**config.mk**
```make
export PLATFORM = sky130hd
export DESIGN_NAME = seg7_mux_decoder
export DESIGN_NICKNAME = d
export VERILOG_FILES = /design/src/rtl/seg7_mux_decoder.sv
export SDC_FILE = /design/constraint.sdc
export NUM_CORES = 1
export LEC_CHECK = 0
export BUFFER_PORTS_ARGS = -buffer_cell sky130_fd_sc_hd__buf_2
export CAP_MARGIN = 30
export CORE_MARGIN = 3
export CORE_UTILIZATION = 60
export CTS_CLUSTER_DIAMETER = 100
export DETAILED_ROUTE_END_ITERATION = 8
export GPL_ROUTABILITY_DRIVEN = 0
export GPL_TIMING_DRIVEN = 0
export PLACE_DENSITY = 0.81
export SLEW_MARGIN = 10
export SYNTH_ARGS = -nofsm -noshare
export SYNTH_HDL_FRONTEND = slang
export SYNTH_SLANG_ARGS = --single-unit
```
**constraint.sdc**
```tcl
create_clock -name i_clk -period 5.73 [get_ports i_clk]
set_input_delay 0 -clock i_clk [delete_from_list [all_inputs] [get_ports i_clk]]
set_output_delay 0 -clock i_clk [all_outputs]
set_load 0.02 [all_outputs]
```
**src/rtl/seg7_mux_decoder.sv**
```systemverilog
// Dual-digit multiplexed 7-segment receiver: resynchronises the segment/select lines, waits for a
// stable pattern in each select phase, decodes it to BCD and reassembles a 0..99 value.
// Optional build macro SEG7_DECODE_CHANGE_ONLY_EN: o_valid only fires when the decoded value changes.
//
// state   | meaning
// IDLE    | after reset, waiting for the first select edge
// SETTLE  | counting consecutive cycles with an unchanged segment pattern
// CAPTURE | one cycle: decode the settled pattern into the tens or ones digit
// WAIT    | digit for this select phase already taken, waiting for the next edge
module seg7_mux_decoder #(
  parameter int unsigned SETTLE_CYCLES  = 16,
  parameter bit          SEG_ACTIVE_LOW = 1'b1
) (
  input  logic       i_clk,
  input  logic       i_rst,
  input  logic [6:0] i_seg,
  input  logic       i_sel,
  output logic [3:0] o_tens,
  output logic [3:0] o_ones,
  output logic [6:0] o_value,
  output logic       o_valid,
  output logic       o_err
);

  localparam logic [7:0] SETTLE_TC = 8'(SETTLE_CYCLES);

  typedef enum logic [1:0] {IDLE, SETTLE, CAPTURE, WAIT} state_t;

  state_t     state;
  logic [6:0] seg_s1, seg_s2, seg_prev;
  logic       sel_s1, sel_s2, sel_prev;
  logic [7:0] cnt;
  logic       phase;
  logic       tens_seen;
  logic       had_valid;

  logic [6:0] seg_lit;
  logic       sel_edge;
  logic [3:0] digit;
  logic       digit_ok;
  logic       frame_ok;
  logic [6:0] frame_value;
  logic       report;

  assign seg_lit  = SEG_ACTIVE_LOW ? ~seg_s2 : seg_s2;
  assign sel_edge = sel_s2 ^ sel_prev;

  // seg_prev holds the settled pattern during CAPTURE, even if the line moves that cycle
  always_comb begin
    digit = 4'hF;
    case (seg_prev)
      7'b0111111: digit = 4'd0;
      7'b0000110: digit = 4'd1;
      7'b1011011: digit = 4'd2;
      7'b1001111: digit = 4'd3;
      7'b1100110: digit = 4'd4;
      7'b1101101: digit = 4'd5;
      7'b1111101: digit = 4'd6;
      7'b0000111: digit = 4'd7;
      7'b1111111: digit = 4'd8;
      7'b1100111: digit = 4'd9;
      default:    digit = 4'hF;
    endcase
  end

  assign digit_ok    = (digit != 4'hF);
  assign frame_ok    = digit_ok && !o_err;
  assign frame_value = ({3'b000, o_tens} << 3) + ({3'b000, o_tens} << 1) + {3'b000, digit};

`ifdef SEG7_DECODE_CHANGE_ONLY_EN
  assign report = !had_valid || (frame_value != o_value);
`else
  assign report = 1'b1;
`endif

  always_ff @(posedge i_clk or posedge i_rst) begin
    if (i_rst) begin
      state     <= IDLE;
      seg_s1    <= '0;
      seg_s2    <= '0;
      seg_prev  <= '0;
      sel_s1    <= 1'b0;
      sel_s2    <= 1'b0;
      sel_prev  <= 1'b0;
      cnt       <= '0;
      phase     <= 1'b0;
      tens_seen <= 1'b0;
      had_valid <= 1'b0;
      o_tens    <= '0;
      o_ones    <= '0;
      o_value   <= '0;
      o_valid   <= 1'b0;
      o_err     <= 1'b0;
    end else begin
      seg_s1   <= i_seg;
      seg_s2   <= seg_s1;
      sel_s1   <= i_sel;
      sel_s2   <= sel_s1;
      sel_prev <= sel_s2;
      seg_prev <= seg_lit;
      o_valid  <= 1'b0;
      case (state)
        IDLE, WAIT: begin
          if (sel_edge) begin
            state <= SETTLE;
            cnt   <= '0;
            phase <= sel_s2;
          end
        end
        SETTLE: begin
          if (sel_edge) begin
            cnt   <= '0;
            phase <= sel_s2;
          end else if (seg_lit != seg_prev) begin
            cnt <= '0;
          end else if (cnt + 8'd1 == SETTLE_TC) begin
            cnt   <= cnt + 8'd1;
            state <= CAPTURE;
          end else begin
            cnt <= cnt + 8'd1;
          end
        end
        CAPTURE: begin
          if (!phase) begin
            o_tens    <= digit;
            tens_seen <= 1'b1;
            o_err     <= !digit_ok;
          end else begin
            o_ones <= digit;
            if (tens_seen) begin
              tens_seen <= 1'b0;
              o_err     <= !frame_ok;
              if (frame_ok) begin
                o_value   <= frame_value;
                had_valid <= 1'b1;
                o_valid   <= report;
              end
            end
          end
          // an edge landing on the capture cycle must not be lost
          if (sel_edge) begin
            state <= SETTLE;
            cnt   <= '0;
            phase <= sel_s2;
          end else begin
            state <= WAIT;
          end
        end
        default: state <= IDLE;
      endcase
    end
  end

endmodule

```
==> results of run 1 <==
==> Yosys cell counts (2+ instances only) <==
library cell,count,area (sq um)
o21ai_0,16,80.1
a21oi_1,7,35.0
buf_6,2,22.5
xnor2_1,10,87.6
nand4_1,3,18.8
mux2_2,9,101
nor3b_1,4,30.0
nand2_1,22,82.6
nand2b_1,3,18.8
nor4_1,4,25.0
nor3_1,6,30.0
nand3_1,3,15.0
inv_1,16,60.1
ha_1,11,138
o21a_1,2,15.0
fa_1,2,40.0
clkbuf_1,3,11.3
nor2_1,4,15.0
xor2_1,5,43.8
dfrtp_1,53,1330
and3_1,4,25.0
a21o_1,6,45.0
buf_2,2,10.0
nand3b_1,2,15.0
==> layout make-up <==
class | instances | area (sq um) | area share
timing repair buffer | 36 | 240 | 0.0826
inverter | 16 | 60.1 | 0.0206
buffer | 8 | 51.3 | 0.0176
sequential | 53 | 1330 | 0.456
clock buffer | 5 | 68.8 | 0.0237
tap | 48 | 60.1 | 0.0206
clock inverter | 3 | 28.8 | 0.00989
multi-input combinational | 146 | 1070 | 0.369
==> power breakdown <==
part	internal [mW]	switching (mW)
Clock	0.0915	0.130
Combinational	0.195	0.245
Sequential	0.431	0.0449
==> timing repair <==
| action | 4_1_cts | 5_1_grt |
|---|---|---|
| setup buffers | 0 | 0 |
| hold buffers | 9 | 0 |
| setup endpoints to repair | 0 | 0 |
| endpoints found under the hold margin | 33 | 0 |
==> cell families after synthesis <==
kind of cell	count (synthesis)	share of synthesized area
buf+inv	24	0.0443
mux	10	0.0443
simple gates	63	0.134
xor+xnor	15	0.0523
compound gates	45	0.126
flops	53	0.528
fa+ha+maj	13	0.0708
==> state kept, by name, summed over array words and instances (netlist names), 2 cells and up <==
signal,flops
seg_s2,7
seg_prev,7
seg_s1,7
o_value,7
o_ones,4
state,2
o_tens,4
cnt,8
==> per-layer routing <==
layer,up-vias,track usage,part of all wire
met3,6,0.0426,0.045
met2,42,0.339,0.51
met1,840,0.240,0.44
met4,0,0.0689,0.0096
li1,863,-,-
met5,-,0,0
==> worst max-delay path, stage by stage (launching register included) <==
cell and delay [ns]:
dfrtp_1 0.41, buf_6 0.15, nor4b_1 0.15, and3_1 0.21, nor3_1 0.47, nand2_1 0.18
inv_1 0.11, fa_1 0.47, fa_1 0.47, a21o_1 0.19, a21oi_1 0.17, xnor2_1 0.08
mux2_2 0.26
==> per-stage QoR <==
stage / instances / area, sq um / setup slack (ns) / hold slack, ns
after CTS: 315 / 2910 / 2.27 / 0.301
after global routing: 315 / 2910 / 2.04 / 0.310
after global placement: 297 / 2700 / 2.36 / 0.108
after floorplan: 223 / 2510 / 2.60 / 0.0314
after detailed placement: 298 / 2720 / 2.29 / 0.0949
final: 315 / 2910 / 2.29 / 0.284
==> worst max-delay path by stage <==
stage / start / endpoint / slack, ns / cells after the start
2_1_floorplan: seg_prev[1] / o_value[6] / 2.60 / 12
3_3_place_gp: seg_prev[2] / o_value[6] / 2.36 / 11
3_5_place_dp: seg_prev[4] / o_value[6] / 2.29 / 13
4_1_cts: seg_prev[4] / o_value[6] / 2.27 / 13
5_1_grt: seg_prev[1] / o_value[6] / 2.04 / 12
6_report: seg_prev[1] / o_value[6] / 2.29 / 12
==> results.ini, run 1 <==
[global_routing]
grt_pass1_vias = 1752
antenna_found_initial = 0
grt_pass1_wl_um = 7870
gr-total-overflow = 0
grtUsageTotal = 0.195
grt_max_degree = 29

[final_layout]
drive_gt1_frac = 0.202
mostFrequentLayoutCells = dfrtp_1 (53), buf_2 (28), nand2_1 (22)
nFillCells = 288
final_util = 0.755
final_common_cell = dfrtp_1
nNetsFinal = 289
syn_to_final_growth_pct = 15.8
n_antenna_cell = 0

[power]
finalPower_mw = 1.14
vdd_drop_max_mv = 0.266
power_density_mw_per_mm2 = 391
p_leak_nw = 1.40

[sta]
period_needed_ns = 3.44
worst_pin_slew_ns = 0.657
setup_tns_ns = 0
final_hold_viol_count = 0
fin_skew_ns = 0.00519
max_slew_margin = 0.562
setup_viol = 0
rsz0062_at_grt = no
max_freq_mhz = 291
finalMaxSlewViolations = 0
fin_crit_sh = 0.600

[drt]
vias_per_cell = 5.56
ant_nets = 0
vias = 1751
drc = 0
first_iter_violations = 78
wl_um = 4380
wl_per_cell_um = 13.9
dr.pass1.iters = 4

[floorplan]
fp.coreArea_sq_mm = 0.00385
pin_count = 27
rows = 22
start_util = 0.652
chipHeight_um = 70.7
dieArea_sq_mm = 0.00500
fp.dieW_um = 70.7

[critical_path]
cp_max_fo = 10
cp.required_ns = 5.93
start_kind = register
arrival_ns = 3.64
r2r-start = seg_prev[1]
regToRegEndpoint = o_value[6]
crit_type = reg -> reg
crit_path_end_kind = register
rr_worst_depth = 12
timing.reg2reg.setup_slack_ns = 2.29

[cts]
cts_buffer_depth = 2
post_cts_resized = 0
worstSkewPairLatency_ns = 0.31
cts_tree = built
clk_pin_slew_ns = 0.10
numCtsBuffers = 5
htreeDepth = 2
clkSinkCount = 53
root_buffer = clkbuf_8

[logic_synthesis]
syn_inst = 223
ys_warn_count = 0
synth_edf_count = 0
synth_cell_type_count = 48
syn_nets = 246
synthArstFlopShare = 1.00
synth_ff_type = dfrtp_1
yosysSeqAreaShare = 0.528
synth_area_sq_mm = 0.00251
ys_ff_latch = 53
postSynthAreaPerCell_sq_um = 11.3

[run]
maxCapViolCount = 0

[place]
portBuffers = 26
dp_hpwl_um = 3070

[run_status]
status = finished, final reports clean

[min_path]
hold_path_class = in -> async

(Power assumes the default switching activity.)
==> inputs of run 2 (changes only) <==
--- a/config.mk
+++ b/config.mk
@@ -5,15 +5,16 @@
 export SDC_FILE = /design/constraint.sdc
 export NUM_CORES = 1
 export LEC_CHECK = 0
+export ABC_AREA = 1
 export BUFFER_PORTS_ARGS = -buffer_cell sky130_fd_sc_hd__buf_2
 export CAP_MARGIN = 30
 export CORE_MARGIN = 3
-export CORE_UTILIZATION = 60
+export CORE_UTILIZATION = 52
 export CTS_CLUSTER_DIAMETER = 100
 export DETAILED_ROUTE_END_ITERATION = 8
 export GPL_ROUTABILITY_DRIVEN = 0
 export GPL_TIMING_DRIVEN = 0
-export PLACE_DENSITY = 0.81
+export PLACE_DENSITY = 0.75
 export SLEW_MARGIN = 10
 export SYNTH_ARGS = -nofsm -noshare
 export SYNTH_HDL_FRONTEND = slang
==> constraint.sdc (replaced) <==
create_clock -name i_clk -period 3.13 [get_ports i_clk]
set_input_delay 0 -clock i_clk [delete_from_list [all_inputs] [get_ports i_clk]]
set_output_delay 0 -clock i_clk [all_outputs]
set_load 0.02 [all_outputs]
==> results.ini, run 2 <==
[sta]
rsz0062_at_grt = no
fin_skew_ns = 0.0110
final_hold_viol_count = 0
fin_crit_sh = 0.930
max_freq_mhz = 343
finalMaxSlewViolations = 0
setup_ws_ns = 0.218
max_slew_margin = 0.653
setup_tns_ns = 0
setup_viol = 0
period_needed_ns = 2.91
worst_pin_slew_ns = 0.518

[drt]
dr.pass1.iters = 4
wl_um = 4420
vias_per_cell = 4.95
vias = 1915
ant_nets = 0
first_iter_violations = 78
drc = 0
wl_per_cell_um = 11.4

[floorplan]
chipHeight_um = 75.3
fp.dieW_um = 75.3
rows = 24
dieArea_sq_mm = 0.00566
pin_count = 27
fp.coreArea_sq_mm = 0.00450
start_util = 0.554

[power]
p_leak_nw = 1.56
vdd_drop_max_mv = 0.367
power_density_mw_per_mm2 = 706

[global_routing]
grt_max_degree = 32
antenna_found_initial = 0
grt_pass1_wl_um = 7670
grtUsageMet3 = 0.0414
grtUsageTotal = 0.177
gr-total-overflow = 0
grt_util_met1 = 0.209
grt_pass1_vias = 1852
busiest_layer = met2
met2_usage = 0.319

[cts]
cts_tree = built
cts_buffer_depth = 2
clkSinkCount = 53
htreeDepth = 2
root_buffer = clkbuf_8
worstSkewPairLatency_ns = 0.31
numCtsBuffers = 5
clk_pin_slew_ns = 0.09

[final_layout]
drive_gt1_frac = 0.143
largest_register_ffs = 8
final_common_cell = nand2_1
nNetsFinal = 357
n_antenna_cell = 0
regMostFlops = cnt
mostFrequentLayoutCells = nand2_1 (107), dfrtp_1 (51), inv_1 (37)
syn_to_final_growth_pct = 16.5

[critical_path]
crit_path_end_kind = register
slowest_delay_ns = 0.50
crit_buf_inv = 2
arrival_ns = 3.11
cp.required_ns = 3.33
crit_type = reg -> reg
start_kind = register
cp_max_fo = 10
path_delay_family = simple AND/OR/NAND/NOR gates
crit_path_frequent_cell = nand2_1
path_cells = buf_6, nor3_2, nand2_1, nand2_1, nor2_1, nand3_2, buf_6, nand2_2, fa_1, fa_1, nand3_1, nand2_1, xor2_1, nand3_1, nand2_1
cp_slowest_cell = fa_1

[logic_synthesis]
synth_ff_type = dfrtp_1
ys_warn_count = 0
syn_nets = 314
yosysTopAreaCell = dfrtp_1
synth_edf_count = 0
synth_top_cell_area_share = 0.532
ys_top_cells_by_area = dfrtp_1 (53%), nand2_1 (16%), inv_1 (5.7%), ha_1 (5.5%), nand3_1 (4.0%)
ys_ff_latch = 53
postSynthAreaPerCell_sq_um = 8.57
syn_inst = 291
synthArstFlopShare = 1.00
synth_cell_type_count = 24
synthTopCellsByCount = nand2_1 (107), dfrtp_1 (53), inv_1 (38)
synth_area_sq_mm = 0.00249
synth_most_common_cell = nand2_1
yosysSeqAreaShare = 0.532

[min_path]
hold_path_class = in -> async

[place]
dp_hpwl_um = 3240
portBuffers = 26
dpl_worst_slack_ns = 0.167

[run_status]
status = finished, final reports clean

[run]
maxCapViolCount = 0

run 2: final timing paths:
| check | cells after the start | from | slack, ns | to |
|---|---|---|---|---|
| max in group asynchronous | 4 | i_rst | 2.34 | seg_prev[6] |
| min reg2reg | 0 | seg_s1[0] | 0.36 | seg_s2[0] |
| max reg2reg | 15 | seg_prev[4] | 0.22 | o_value[6] |
| min | 3 | i_rst | 0.25 | seg_s2[6] |
| min in group i_clk | 2 | i_seg[2] | 0.33 | seg_s1[2] |
| max | 15 | seg_prev[4] | 0.22 | o_value[6] |
run 2: layer usage:
layer / wire, um / vias up
met5: 0 / -
met4: 53 / 0
met3: 150 / 4
met2: 2190 / 32
met1: 2030 / 882
li1: - / 997
run 2: repair_timing:
action,CTS,global route
setup buffers,0,0
setup endpoints to repair,0,1
gates resized for setup,0,3
hold buffers,9,0
endpoints found under the hold margin,30,0
run 2: layout make-up:
type | instances | area [sq um]
buffer | 2 | 22.5
clock buffer | 6 | 82.6
clock inverter | 2 | 17.5
fill | 380 | 1600
inverter | 39 | 146
multi-input combinational | 197 | 1000
sequential | 53 | 1330
tap | 52 | 65.1
timing repair buffer | 36 | 240
run 2: metrics by stage:
stage / hold slack, ns / area, sq um / utilization / std cells / power [mW]
floorplan: 0.0314 / 2490 / - / 291 / 1.45
global placement: 0.108 / 2690 / 0.597 / 369 / 1.62
detailed placement: 0.0536 / 2710 / 0.602 / 370 / 1.66
CTS: 0.265 / 2900 / 0.644 / 387 / 2.08
global route: 0.291 / 2910 / 0.646 / 387 / 2.23
finish: 0.255 / 2910 / 0.646 / 387 / 2.05
run 2: worst reg2reg max path, stage by stage, from the launching register on:
cell and delay, ns:
dfrtp_1 0.39, buf_6 0.14, nor3_2 0.25, nand2_1 0.14, nand2_1 0.11, nor2_1 0.06
nand3_2 0.08, buf_6 0.14, nand2_2 0.08, fa_1 0.50, fa_1 0.48, nand3_1 0.11
nand2_1 0.06, xor2_1 0.14, nand3_1 0.08, nand2_1 0.05
run 2: cell families (layout without fill, tap and decap cells):
logic type	after synthesis	after routing	synth area share
compound gates	21	21	0.0476
xor+xnor	4	4	0.0140
fa+ha+maj	13	13	0.0712
buf+inv	41	85	0.0677
simple gates	159	159	0.268
flops	53	53	0.532
run 2: power by group:
| part | leakage (nW) | internal (mW) | total [mW] | switching, mW |
|---|---|---|---|---|
| logic | 0.856 | 0.300 | 0.755 | 0.455 |
| clock network | 0.0518 | 0.184 | 0.409 | 0.225 |
| registers | 0.655 | 0.798 | 0.889 | 0.0916 |
==> inputs of run 3 (changes only) <==
--- a/config.mk
+++ b/config.mk
@@ -8,12 +8,10 @@
 export ABC_AREA = 1
 export BUFFER_PORTS_ARGS = -buffer_cell sky130_fd_sc_hd__buf_2
 export CAP_MARGIN = 30
-export CORE_MARGIN = 3
 export CORE_UTILIZATION = 52
 export CTS_CLUSTER_DIAMETER = 100
 export DETAILED_ROUTE_END_ITERATION = 8
 export GPL_ROUTABILITY_DRIVEN = 0
-export GPL_TIMING_DRIVEN = 0
 export PLACE_DENSITY = 0.75
 export SLEW_MARGIN = 10
 export SYNTH_ARGS = -nofsm -noshare
==> results.ini, run 3 (synthesis results as in run 2) <==
[run_status]
status = finished with violations
violations = DRC

[sta]
fin_skew_ns = 0.00444
setup_viol = 0
fin_crit_sh = 0.922
worst_pin_slew_ns = 0.536
finalMaxSlewViolations = 0
max_slew_margin = 0.642
setup_tns_ns = 0
max_freq_mhz = 346
final_hold_viol_count = 0
period_needed_ns = 2.89
whs_ns = 0.292
rsz0062_at_grt = no

[drt]
ant_nets = 0
vias_per_cell = 4.92
wl_per_cell_um = 11.2
vias = 1894
dr.pass1.iters = 6
drc = 4
wl_um = 4320
first_iter_violations = 109

[final_layout]
largest_register_ffs = 8
n_antenna_cell = 0
regMostFlops = cnt
drive_gt1_frac = 0.129
final_util = 0.648
syn_to_final_growth_pct = 16.1
final_common_cell = nand2_1
fin_cells = 385
mostFrequentLayoutCells = nand2_1 (107), dfrtp_1 (53), inv_1 (37)
nNetsFinal = 355

[critical_path]
crit_path_end_kind = register
cp.required_ns = 3.32
cp-startpoint = seg_prev[4]
crit_type = reg -> reg
timing.reg2reg.setup_slack_ns = 0.24
start_kind = register
cp_max_fo = 12
r2r-start = seg_prev[4]
arrival_ns = 3.08

[cts]
cts_hold_buf = 9
cts_tree = built
htreeDepth = 2
cts_buffer_depth = 2
clk_pin_slew_ns = 0.09
post_cts_resized = 0
postCtsSetupBuffers = 0
numCtsBuffers = 5
root_buffer = clkbuf_8
worstSkewPairLatency_ns = 0.30
clkSinkCount = 53

[floorplan]
chipHeight_um = 71.3
rows = 24
dieArea_sq_mm = 0.00508
start_util = 0.558
fp.dieW_um = 71.3
pin_count = 27
fp.coreArea_sq_mm = 0.00447

[run]
maxCapViolCount = 0

[power]
power_density_mw_per_mm2 = 731
power_switching_mw = 0.761
vdd_drop_max_mv = 0.421
pwr-share-comb = 0.356
swShare = 0.359
internal_power_mw = 1.36
clkPwrFrac = 0.224
p_leak_nw = 1.56
power_frac_seq = 0.420

[place]
dp_hpwl_um = 3150
portBuffers = 26
place_inst = 368

[global_routing]
gr-total-overflow = 0
grt_pass1_vias = 1842
grt_max_degree = 29
antenna_found_initial = 0
grt_pass1_wl_um = 7680
grtUsageTotal = 0.195

[min_path]
hold_path_class = in -> async

[run 3: worst max-delay path, cell delays in order (launching register included)]
cell and delay (ns):
dfrtp_1 0.48, nor3_1 0.31, nand2_1 0.13, o21ai_2 0.09, nor2_1 0.07, nand3_2 0.18
nand2_2 0.11, fa_1 0.50, fa_1 0.47, nand3_1 0.10, nand2_1 0.06, xor2_1 0.14
nand3_1 0.08, nand2_1 0.07
[run 3: cell type report]
class	count	area [sq um]
repair buffers	36	240
well taps	52	65.1
inverters	39	146
fillers	371	1580
flip-flops and latches	53	1330
clock buffers	6	82.6
multi-input cells	197	1000
clock inverters	2	37.5
[run 3: power by group through the flow]
stage               logic, mW  registers, mW  clock network, mW
CTS                     0.756          0.893              0.493
floorplan               0.467          0.983                  0
global route            0.858          0.910              0.519
detailed placement      0.746          0.906                  0
finish                  0.754          0.890              0.474
global placement        0.724          0.902                  0
[run 3: metal layers]
metal / GRT usage / up-vias / part of all wire
met5: 0 / - / 0
met4: 0.0667 / 0 / 0.014
met3: 0.0436 / 6 / 0.035
li1: - / 992 / -
met2: 0.338 / 35 / 0.49
met1: 0.241 / 861 / 0.46
[run 3: final timing paths]
path	endpoint	cells after the start
setup / recovery	o_value[6]	13
hold / removal	seg_s2[6]	3
setup reg to reg	o_value[6]	13
hold reg to reg	seg_s2[0]	0
max in group asynchronous	o_tens[3]	4
min in group i_clk	seg_s1[0]	2
[run 3: through the flow]
stage	setup WS [ns]	power, mW	cell area [sq um]
floorplan	0.414	1.45	2490
CTS	0.240	2.14	2900
global route	0.00252	2.29	2900
global placement	0.347	1.63	2670
finish	0.243	2.12	2900
detailed placement	0.255	1.65	2690
